File: config.mk
export PLATFORM = sky130hd
export DESIGN_NAME = jpeg_stream_quantizer_flat
export DESIGN_NICKNAME = d
export VERILOG_FILES = /design/src/rtl/jpeg_stream_quantizer_if.sv /design/src/rtl/jpeg_stream_quantizer.sv /design/src/flat_wrapper.sv
export SDC_FILE = /design/constraint.sdc
export NUM_CORES = 1
export LEC_CHECK = 0
export CAP_MARGIN = 10
export CORE_MARGIN = 4
export CORE_UTILIZATION = 56
export DETAILED_ROUTE_END_ITERATION = 8
export PLACE_DENSITY = 0.75
export SYNTH_ARGS = -nofsm -noshare
export SYNTH_HDL_FRONTEND = slang
export SYNTH_SLANG_ARGS = --single-unit
File: constraint.sdc
create_clock -name clk -period 39.2 [get_ports clk]
set_input_delay 3.92 -clock clk [delete_from_list [all_inputs] [get_ports clk]]
set_output_delay 3.92 -clock clk [all_outputs]
set_load 0.02 [all_outputs]
File: src/rtl/jpeg_stream_quantizer_if.sv
// Coefficient stream bundle for the JPEG quantizer.
// The master drives coefficients in and takes results out; the slave is the quantizer.
interface jpeg_stream_quantizer_if #(
    parameter int IN_W  = 11,
    parameter int OUT_W = 11
);
    logic [1:0]       comp_sel;
    logic             in_valid;
    logic             in_ready;
    logic [IN_W-1:0]  in_coef;
    logic             out_valid;
    logic             out_ready;
    logic [OUT_W-1:0] out_coef;
    logic [5:0]       out_idx;
    logic             out_last;
    logic             blk_done;

    modport master (
        output comp_sel, in_valid, in_coef, out_ready,
        input  in_ready, out_valid, out_coef, out_idx,
        input  out_last, blk_done
    );

    modport slave (
        input  comp_sel, in_valid, in_coef, out_ready,
        output in_ready, out_valid, out_coef, out_idx,
        output out_last, blk_done
    );
endinterface

File: src/rtl/jpeg_stream_quantizer.sv
// Streaming 8x8 DCT quantizer: raster-order coefficients in, rounded
// Annex K quotients out, PIPE cycles later, with a global stall.
module jpeg_stream_quantizer #(
    parameter int IN_W  = 11,
    parameter int OUT_W = 11,
    parameter int PIPE  = 2
) (
    input logic clk,
    input logic rst,
    jpeg_stream_quantizer_if.slave bus
);

    localparam int QMAX = (1 << (OUT_W - 1)) - 1;
    localparam int QMIN = -(1 << (OUT_W - 1));
    localparam int NP   = PIPE - 1;

    localparam int LUMA [64] = '{
        16,  11,  10,  16,  24,  40,  51,  61,
        12,  12,  14,  19,  26,  58,  60,  55,
        14,  13,  16,  24,  40,  57,  69,  56,
        14,  17,  22,  29,  51,  87,  80,  62,
        18,  22,  37,  56,  68, 109, 103,  77,
        24,  35,  55,  64,  81, 104, 113,  92,
        49,  64,  78,  87, 103, 121, 120, 101,
        72,  92,  95,  98, 112, 100, 103,  99
    };

    localparam int CHROMA [64] = '{
        17,  18,  24,  47,  99,  99,  99,  99,
        18,  21,  26,  66,  99,  99,  99,  99,
        24,  26,  56,  99,  99,  99,  99,  99,
        47,  66,  99,  99,  99,  99,  99,  99,
        99,  99,  99,  99,  99,  99,  99,  99,
        99,  99,  99,  99,  99,  99,  99,  99,
        99,  99,  99,  99,  99,  99,  99,  99,
        99,  99,  99,  99,  99,  99,  99,  99
    };

    logic             stall;
    logic             in_xfer;
    logic [5:0]       in_idx_q, in_idx_d;
    logic [1:0]       sel_q, sel_d, sel;
    logic [6:0]       t_lut;
    logic             byp;

    logic             s0_v_q;
    logic [IN_W-1:0]  s0_z_q;
    logic [6:0]       s0_t_q;
    logic             s0_byp_q;
    logic [5:0]       s0_idx_q;

    logic             neg;
    logic [IN_W-1:0]  mag;
    logic [IN_W:0]    sum;
    logic [IN_W:0]    quo;
    logic signed [IN_W+1:0] q_full;
    int               q_int;
    logic [OUT_W-1:0] q_d;

    logic             v_q [NP];
    logic [OUT_W-1:0] c_q [NP];
    logic [5:0]       i_q [NP];

    assign stall    = bus.out_valid & ~bus.out_ready;
    assign in_xfer  = bus.in_valid & ~stall;
    assign in_idx_d = in_idx_q + 6'd1;

    // comp_sel only matters on the first coefficient of a block
    assign sel   = (in_idx_q == 6'd0) ? bus.comp_sel : sel_q;
    assign sel_d = in_xfer ? sel : sel_q;

    always_comb begin
        t_lut = 7'd1;
        byp   = 1'b0;
        unique case (sel)
            2'd0: t_lut = 7'(LUMA[in_idx_q]);
            2'd1: t_lut = 7'(CHROMA[in_idx_q]);
            2'd2: t_lut = 7'(CHROMA[in_idx_q]);
            2'd3: byp   = 1'b1;
        endcase
    end

    // magnitude of -2^(IN_W-1) still fits IN_W unsigned bits
    always_comb begin
        neg = s0_z_q[IN_W-1];
        mag = neg ? (~s0_z_q + IN_W'(1)) : s0_z_q;
        sum = {1'b0, mag} + (IN_W+1)'(s0_t_q[6:1]);
        quo = sum / (IN_W+1)'(s0_t_q);
        if (s0_byp_q) begin
            q_full = {{2{s0_z_q[IN_W-1]}}, s0_z_q};
        end else if (neg) begin
            q_full = -$signed({1'b0, quo});
        end else begin
            q_full = $signed({1'b0, quo});
        end
        q_int = int'(q_full);
        if (q_int > QMAX) begin
            q_d = OUT_W'(QMAX);
        end else if (q_int < QMIN) begin
            q_d = OUT_W'(QMIN);
        end else begin
            q_d = OUT_W'(q_int);
        end
    end

    always_ff @(posedge clk) begin
        if (!rst) begin
            in_idx_q <= 6'd0;
            sel_q    <= 2'd0;
            s0_v_q   <= 1'b0;
            s0_z_q   <= '0;
            s0_t_q   <= 7'd1;
            s0_byp_q <= 1'b0;
            s0_idx_q <= 6'd0;
            for (int i = 0; i < NP; i++) begin
                v_q[i] <= 1'b0;
                c_q[i] <= '0;
                i_q[i] <= 6'd0;
            end
        end else if (!stall) begin
            if (in_xfer) begin
                in_idx_q <= in_idx_d;
            end
            sel_q    <= sel_d;
            s0_v_q   <= bus.in_valid;
            s0_z_q   <= bus.in_coef;
            s0_t_q   <= t_lut;
            s0_byp_q <= byp;
            s0_idx_q <= in_idx_q;
            v_q[0]   <= s0_v_q;
            c_q[0]   <= q_d;
            i_q[0]   <= s0_idx_q;
            for (int i = 1; i < NP; i++) begin
                v_q[i] <= v_q[i-1];
                c_q[i] <= c_q[i-1];
                i_q[i] <= i_q[i-1];
            end
        end
    end

    assign bus.in_ready  = ~stall;
    assign bus.out_valid = v_q[NP-1];
    assign bus.out_coef  = c_q[NP-1];
    assign bus.out_idx   = i_q[NP-1];
    assign bus.out_last  = v_q[NP-1] & (i_q[NP-1] == 6'd63);
    assign bus.blk_done  = bus.out_last & bus.out_ready;

endmodule

File: src/flat_wrapper.sv
// flat-port wrapper written by rule: the top's interface ports become plain ports
module jpeg_stream_quantizer_flat 
#(
    parameter int IN_W  = 11,
    parameter int OUT_W = 11,
    parameter int PIPE  = 2
)
  (clk, rst, bus_comp_sel, bus_in_valid, bus_in_coef, bus_out_ready, bus_in_ready, bus_out_valid, bus_out_coef, bus_out_idx, bus_out_last, bus_blk_done);
  jpeg_stream_quantizer_if #(.IN_W(IN_W), .OUT_W(OUT_W)) bus_i ();
  input logic clk;
  input logic rst;
  input wire logic [$bits(bus_i.comp_sel)-1:0] bus_comp_sel;
  input wire logic [$bits(bus_i.in_valid)-1:0] bus_in_valid;
  input wire logic [$bits(bus_i.in_coef)-1:0] bus_in_coef;
  input wire logic [$bits(bus_i.out_ready)-1:0] bus_out_ready;
  output wire logic [$bits(bus_i.in_ready)-1:0] bus_in_ready;
  output wire logic [$bits(bus_i.out_valid)-1:0] bus_out_valid;
  output wire logic [$bits(bus_i.out_coef)-1:0] bus_out_coef;
  output wire logic [$bits(bus_i.out_idx)-1:0] bus_out_idx;
  output wire logic [$bits(bus_i.out_last)-1:0] bus_out_last;
  output wire logic [$bits(bus_i.blk_done)-1:0] bus_blk_done;
  assign bus_i.comp_sel = bus_comp_sel;
  assign bus_i.in_valid = bus_in_valid;
  assign bus_i.in_coef = bus_in_coef;
  assign bus_i.out_ready = bus_out_ready;
  assign bus_in_ready = bus_i.in_ready;
  assign bus_out_valid = bus_i.out_valid;
  assign bus_out_coef = bus_i.out_coef;
  assign bus_out_idx = bus_i.out_idx;
  assign bus_out_last = bus_i.out_last;
  assign bus_blk_done = bus_i.blk_done;
  jpeg_stream_quantizer #(.IN_W(IN_W), .OUT_W(OUT_W), .PIPE(PIPE)) u_core (.clk(clk), .rst(rst), .bus(bus_i));
endmodule
==> summary.txt, run 1 <==
Yosys
  – Synthesized netlist cell count: roughly 1000
  – Number of synthesized flops with an enable pin: 18
  – Syn Std Cell Area: roughly 7600 µm²
  – Synthesized flop and latch total: 52
  – Async set-or-reset flop fraction in the synthesized netlist: 0%
  – Synth warn: 0
  – Number of distinct library cells after synthesis: 93
  – Mean post-synth cell area: about 7.3 µm²
  – Register area share after synthesis: roughly 16%
  – Net Count, Synth: ~1100
  – Ys flop type: dfxtp_1

Cells and area
  – Number of filler instances in the final layout: 1241
  – Synth-to-layout area growth: 7.51%
  – Number of nets in the layout: 1138
  – Ant. Diodes: 0
  – Fraction of final layout cells with drive strength greater than 1: about 5.8%

Placed design
  – Final weighted congestion in routability-driven placement: just under 1
  – HPWL Detailed: 16.3 mm
  – Number of I/O port buffers: 37
  – Post-placement setup slack: 14.05 ns

Route
  – Pre-Repair DR Iteration Count: 7
  – Total DRC errors in the routed layout: 0
  – DR iter-0 viols: about 650
  – Total number of vias: 7822
  – Number of nets with antenna violations after routing: 0
  – Routed WL: 21.1 mm
  – DR vias/cell: around 6.5
  – WL per Instance: around 17 µm

Clock network
  – Clock-pin slew on the worst setup and hold paths: approximately 0.070 ns
  – Post-CTS setup buffer count: 0
  – Clock tree root driver cell: clkbuf_16
  – Post-cts hold buffer count: 0
  – Clock Latency Late Sink: 0.29 ns
  – CTS max path bufs: 2
  – CTS buffer count: 5
  – Number of clock sinks: 52
  – Clock tree from TritonCTS: yes
  – Quantity of gates resized following cts: 0
  – Number of levels the H-tree was split into: 2

Critical path
  – Most common cell type on the critical path: ha_1
  – Kind of start point of the critical path: flop
  – Classification of the worst setup path: flop to flop
  – Data required time at the worst endpoint: around 39 ns
  – Arrival time worst endpoint: about 25 ns
  – Worst Setup End Kind: flop
  – Biggest cell delay along the critical path: roughly 0.74 ns
  – R2r setup slk: between 10 and 15 ns
  – Highest fanout seen on the critical path: 15
  – Slowest-stage cell, CP: a2bb2oi_1

STA
  – Number of hold-slack violations in the final timing report: 0
  – RSZ-0062 raised after global routing: no
  – Share of the clock period used by the worst path: 64.5%
  – Slew Limit Fails: 0
  – Slew @ Worst Pin: between 1 and 1.5 ns
  – Headroom to the max-slew limit: about 25%
  – Fmax: just under 0.04 GHz
  – Worst setup margin: approximately 14 ns
  – Setup TNS Final: 0 ns
  – Post-Route Skew: 0.0103 ns
  – Finish-stage setup viols: 0
  – Clock period minus worst slack: 25.28 ns

Global route
  – Maximum number of pins on one net before global-route repair: 60
  – Total global-route track usage: about a quarter
  – Global-route wire length before repair: 35.1 mm
  – Via count of the first global-routing pass: about 7300
  – Antenna violations before repair: 0
  – Global-route congestion overflow total: 0

Die
  – Num ports: 38
  – Core Footprint: between 10000 and 15000 µm²
  – Die height: around 120 µm
  – Die boundary width: ~120 µm
  – Placement row count: 42
  – Initial core utilization: ~57%
  – Full die area: between 15000 and 20000 µm²

Status
  – Outcome: completed

Job
  – Number of max-capacitance violations reported: 0

Worst hold path
  – Hold crit path type: flop to flop
-- synthesized netlist by cell type, types with 4 or more instances --
master    number  share of area [%]
o311ai_0       7               0.81
nor4_1         4               0.33
a311oi_1       4               0.46
and3_1        16                1.3
nor2_1       107                5.3
a21oi_1       81                5.3
nand3b_1       4               0.40
nor4_2         4               0.66
o211ai_1      17                1.7
o21ai_0       73                4.8
xnor2_1       27                3.1
a31oi_1       10               0.82
xor2_1        19                2.2
nand4_1       14                1.2
or2_2          8               0.66
nor3_1        27                1.8
a211oi_1      10               0.99
nand2_1      120                5.9
or3_1         13                1.1
o21ai_1        5               0.33
a221oi_1       4               0.46
o22ai_1        6               0.49
dfxtp_1       34                9.0
mux2i_1       17                2.2
a22oi_1        9               0.89
a211o_1        6               0.69
and2_1         5               0.41
edfxtp_1      18                7.1
nor2b_1       17                1.4
mux2_2         6               0.89
buf_1          6               0.30
a21o_1        12                1.2
clkbuf_1      45                2.2
ha_1          86                 14
nand2b_1      20                1.6
inv_1         30                1.5
o21a_1        21                2.1
o31ai_1       11                1.1
nand3_1       32                2.1
-- logic make-up (layout without fill, tap and decap cells) --
logic type      after synthesis  after routing  share of synthesized area (%)
compound gates              324            324                           28.4
xor+xnor                     46             46                           5.30
fa+ha+maj                    87             87                           14.4
buf+inv                      88             84                           4.69
flops                        52             52                           16.1
mux                          25             25                           3.72
other cells                   1              1                         0.0494
simple gates                416            416                           27.4
-- layout by cell type (no fill, tap or decap), types with 20 or more instances in the layout --
master,synthesis,final
nand2_1,120,120
inv_1,30,30
o21ai_0,73,73
nand3_1,32,32
o21a_1,21,21
nand2b_1,20,20
clkdlybuf4s50_1,0,37
nor2_1,107,107
nor3_1,27,27
xnor2_1,27,27
ha_1,86,86
a21oi_1,81,81
dfxtp_1,34,34
-- stage by stage --
| step | cell area, µm² | hold slack, ns | cells | util [%] |
|---|---|---|---|---|
| after floorplan | 7600 | 0.427 | 1039 | - |
| after global placement | 8000 | 0.438 | 1202 | 60.4 |
| after detailed placement | 8000 | 0.439 | 1202 | 60.4 |
| after CTS | 8160 | 0.449 | 1210 | 61.6 |
| after global routing | 8170 | 0.477 | 1211 | 61.7 |
| final | 8170 | 0.449 | 1211 | 61.7 |
-- worst max-delay path, delay by kind of cell (launching register included) --
family	cells	cell delay [ns]
fa+ha+maj	14	4.53
flops	1	0.42
compound gates	57	14.15
simple gates	22	5.23
mux	1	0.27
buf+inv	3	0.38
-- worst paths after layout --
path | from | cells after the start | to
worst max register to register | u_core.s0_z_q[0] | 97 | u_core.c_q[0][0]
worst min register to register | u_core.s0_idx_q[3] | 2 | u_core.s0_idx_q[3]
worst max-delay path | u_core.s0_z_q[0] | 97 | u_core.c_q[0][0]
worst min-delay path | u_core.s0_idx_q[3] | 2 | u_core.s0_idx_q[3]
-- sequential cells by signal, indices dropped and copies added, names as in the netlist, 2 cells and up --
signal	count
u_core.i_q	6
u_core.s0_t_q	7
u_core.c_q	11
u_core.s0_idx_q	6
u_core.in_idx_q	6
u_core.sel_q	2
u_core.s0_z_q	11
-- final cells by class --
class	count	area (µm²)	share of cell area [%]
Inverter	32	121	1.49
Clock buffer	7	154	1.88
Timing Repair Buffer	44	420	5.15
Tap cell	176	220	2.70
Multi-Input combinational cell	899	6020	73.7
Sequential cell	52	1220	14.9
Clock inverter	1	8.76	0.107
-- per-layer routing --
layer / global-route usage [%] / part of all wire [%] / wire length (µm) / vias up
met5: 0 / 0 / 0 / -
met1: 34.1 / 43 / 9020 / 3606
met4: 9.48 / 3.6 / 758 / 0
met2: 45.1 / 48 / 10100 / 298
met3: 2.70 / 5.9 / 1250 / 61
li1: - / - / - / 3857
Power of run 1 is left out: the tool's default activity adds up to more than one toggle a clock period on the data nets, which glitch-free logic cannot reach.
==> run 2: changes to the inputs <==
- clock period: 39.2 -> 25.2 ns (I/O delays scaled with it)
==> run 2 against run 1 <==
Clock skew is 0.0040 ns lower; sequential share of layout area is 0.13 points lower; count of clock-buffer cells in the layout stayed put; critical path type unchanged; first-iteration DRC count is 9.8% higher; critical endpoint is now u_core.c_q[0][6]; worst setup slack worse by 12 ns.
==> summary.txt, run 2 (synthesized netlist as in run 1, its figures left out) <==
Clock network
  – Clock tree root driver cell: clkbuf_16
  – Clock tree from TritonCTS: yes
  – Clock Latency Late Sink: 0.29 ns (about the same)
  – CTS max path bufs: 2 (unchanged)
  – CTS buffer count: 5 (unchanged)
  – Number of levels the H-tree was split into: 2 (unchanged)
  – Clock-pin slew on the worst setup and hold paths: 0.07 ns (about the same)
  – Number of clock sinks: 52 (unchanged)

Cells and area
  – Synth-to-layout area growth: 8.45%
  – Number of nets in the layout: 1140 (+0.18%)
  – Total non-filler cell area in the finished layout: 8240 µm² (+0.87%)
  – Top flop regs: u_core.c_q (11), u_core.s0_z_q (11), u_core.s0_t_q (7)
  – Leading cell types in the layout, fill and taps excluded: nand2_1, nor2_1, ha_1
  – Ant. Diodes: 0 (unchanged)
  – Fraction of final layout cells with drive strength greater than 1: 6.85% (+1.0 points)
  – Most common cell after layout, fill and taps aside: nand2_1

Global route
  – Antenna violations before repair: 0 (unchanged)
  – Maximum number of pins on one net before global-route repair: 60 (unchanged)
  – Global-route congestion overflow total: 0 (unchanged)
  – Total global-route track usage: 26.9% (+0.69 points)
  – Via count of the first global-routing pass: 7421 (+1.6%)
  – Global-route wire length before repair: 36.0 mm (+2.4%)

Critical path
  – Critical path's top delay family: compound AO/OA/AOI/OAI gates
  – Worst reg-to-reg path cell count: 99 (+2.1%)
  – Classification of the worst setup path: flop to flop
  – R2r setup slk: 1.96 ns (-11.96 ns)
  – Kind of start point of the critical path: flop
  – Highest fanout seen on the critical path: 15 (unchanged)
  – Slowest-stage cell, CP: a221oi_2
  – Critical register-to-register path startpoint: u_core.s0_z_q[0]
  – Biggest cell delay along the critical path: 0.49 ns (-0.25 ns)
  – Worst Setup End Kind: flop
  – Most common cell type on the critical path: ha_1
  – Critical R2R Capture: u_core.c_q[0][6]
  – Data required time at the worst endpoint: 25.30 ns (-13.91 ns)
  – Critical path buffers and inverters: 5 (+2)
  – Arrival time worst endpoint: 23.33 ns (-1.96 ns)

STA
  – Share of the clock period used by the worst path: 92.2% (+28 points)
  – Slew Limit Fails: 0 (unchanged)
  – RSZ-0062 raised after global routing: no
  – Number of hold-slack violations in the final timing report: 0 (unchanged)
  – Setup TNS Final: 0 ns (unchanged)
  – Post-Route Skew: 0.00633 ns (-0.00396 ns)
  – Finish-stage setup viols: 0 (unchanged)
  – Fmax: 0.0430 GHz (+8.8%)
  – Headroom to the max-slew limit: 29.9% (+5.0 points)
  – Clock period minus worst slack: 23.24 ns (-2.04 ns)
  – Slew @ Worst Pin: 1.05 ns (-0.0688 ns)
  – Worst hold slack after final layout: 0.460 ns (+0.0103 ns)

Die
  – Placement row count: 42 (unchanged)
  – Core Footprint: 13200 µm² (unchanged)
  – Die boundary width: 124 µm (unchanged)
  – Num ports: 38 (unchanged)
  – Full die area: 15500 µm² (unchanged)
  – Initial core utilization: 57.4% (unchanged)
  – Die height: 124 µm (unchanged)

Placed design
  – Post-detailed-placement cell area: 8010 µm² (about the same)
  – Number of I/O port buffers: 37 (unchanged)
  – HPWL Detailed: 16.4 mm (+0.37%)
  – Final weighted congestion in routability-driven placement: 0.974 (+0.62%)

Route
  – Pre-Repair DR Iteration Count: 5 (-2)
  – Total number of vias: 7990 (+2.1%)
  – Number of nets with antenna violations after routing: 0 (unchanged)
  – Routed WL: 21.6 mm (+2.1%)
  – Total DRC errors in the routed layout: 0 (unchanged)
  – DR vias/cell: 6.59 (+2.0%)
  – DR iter-0 viols: 716 (+9.8%)
  – WL per Instance: 17.8 µm (+1.9%)

Worst hold path
  – Hold path start: u_core.s0_idx_q[2]
  – Number of cells on the worst hold path: 2 (unchanged)
  – Hold crit path type: flop to flop
  – Worst Hold Endpoint: u_core.s0_idx_q[2]

Job
  – Number of max-capacitance violations reported: 0 (unchanged)

Status
  – Outcome: completed
[run 2: cell count changes in the layout (fill, tap and decap cells not counted), sizes merged]
| cell | before | now |
|---|---|---|
| buf | 6 | 9 |
| clkbuf | 8 | 7 |
[run 2: how the worst max path moves through the flow]
stage / start / to / slack, ns / cells past startpoint
after floorplan: u_core.s0_z_q[10] / u_core.c_q[0][0] / 3.88 / 102
after global placement: u_core.s0_z_q[0] / u_core.c_q[0][2] / 1.45 / 99
after detailed placement: u_core.s0_z_q[0] / u_core.c_q[0][2] / 0.87 / 98
after CTS: u_core.s0_z_q[0] / u_core.c_q[0][2] / 0.70 / 98
after global routing: u_core.s0_z_q[0] / u_core.c_q[0][4] / 0.03 / 100
final: u_core.s0_z_q[0] / u_core.c_q[0][6] / 1.96 / 99
[run 2: routing by layer]
| layer | GRT usage (%) | up-vias | wire (µm) |
|---|---|---|---|
| met2 | 46.2 | 309 | 10300 |
| met1 | 35.1 | 3760 | 9170 |
| met3 | 2.79 | 72 | 1270 |
| met5 | 0 | - | 0 |
| met4 | 9.41 | 0 | 838 |
| li1 | - | 3849 | - |
[run 2: worst register-to-register path: cells and delay by family, from the launching register on]
family	cells	cell delay [ns]
simple gates	24	5.54
buf+inv	5	0.82
xor+xnor	1	0.17
fa+ha+maj	14	4.24
compound gates	54	11.48
mux	1	0.35
flops	1	0.44
[run 2: cell type report]
cell class | count | area (µm²)
inverter | 32 | 121
fill | 1253 | 5000
clock buffer | 7 | 154
timing repair buffer | 46 | 438
multi-input combinational | 899 | 6080
clock inverter | 1 | 8.76
sequential | 52 | 1220
tap | 176 | 220
[run 2: timing repair]
item	4_1_cts	5_1_grt
endpoints found under the setup margin	0	11
hold buffers	0	0
resized for setup	0	12
buffers inserted	0	2
[run 2: through the flow]
stage | setup slack, ns | std cells | util [%]
2_1_floorplan | 3.88 | 1039 | -
3_3_place_gp | 1.45 | 1203 | 60.5
3_5_place_dp | 0.872 | 1203 | 60.5
4_1_cts | 0.703 | 1211 | 61.7
5_1_grt | 0.0256 | 1213 | 62.2
6_report | 1.96 | 1213 | 62.2
Power of run 2 is left out for the same reason.
==> run 3: changes to the inputs <==
- CTS_CLUSTER_SIZE: unset -> 12
==> results of run 3 <==
Same layout as run 2: the final DEF is identical, and so are final timing and power.
Power of run 3 is left out for the same reason.
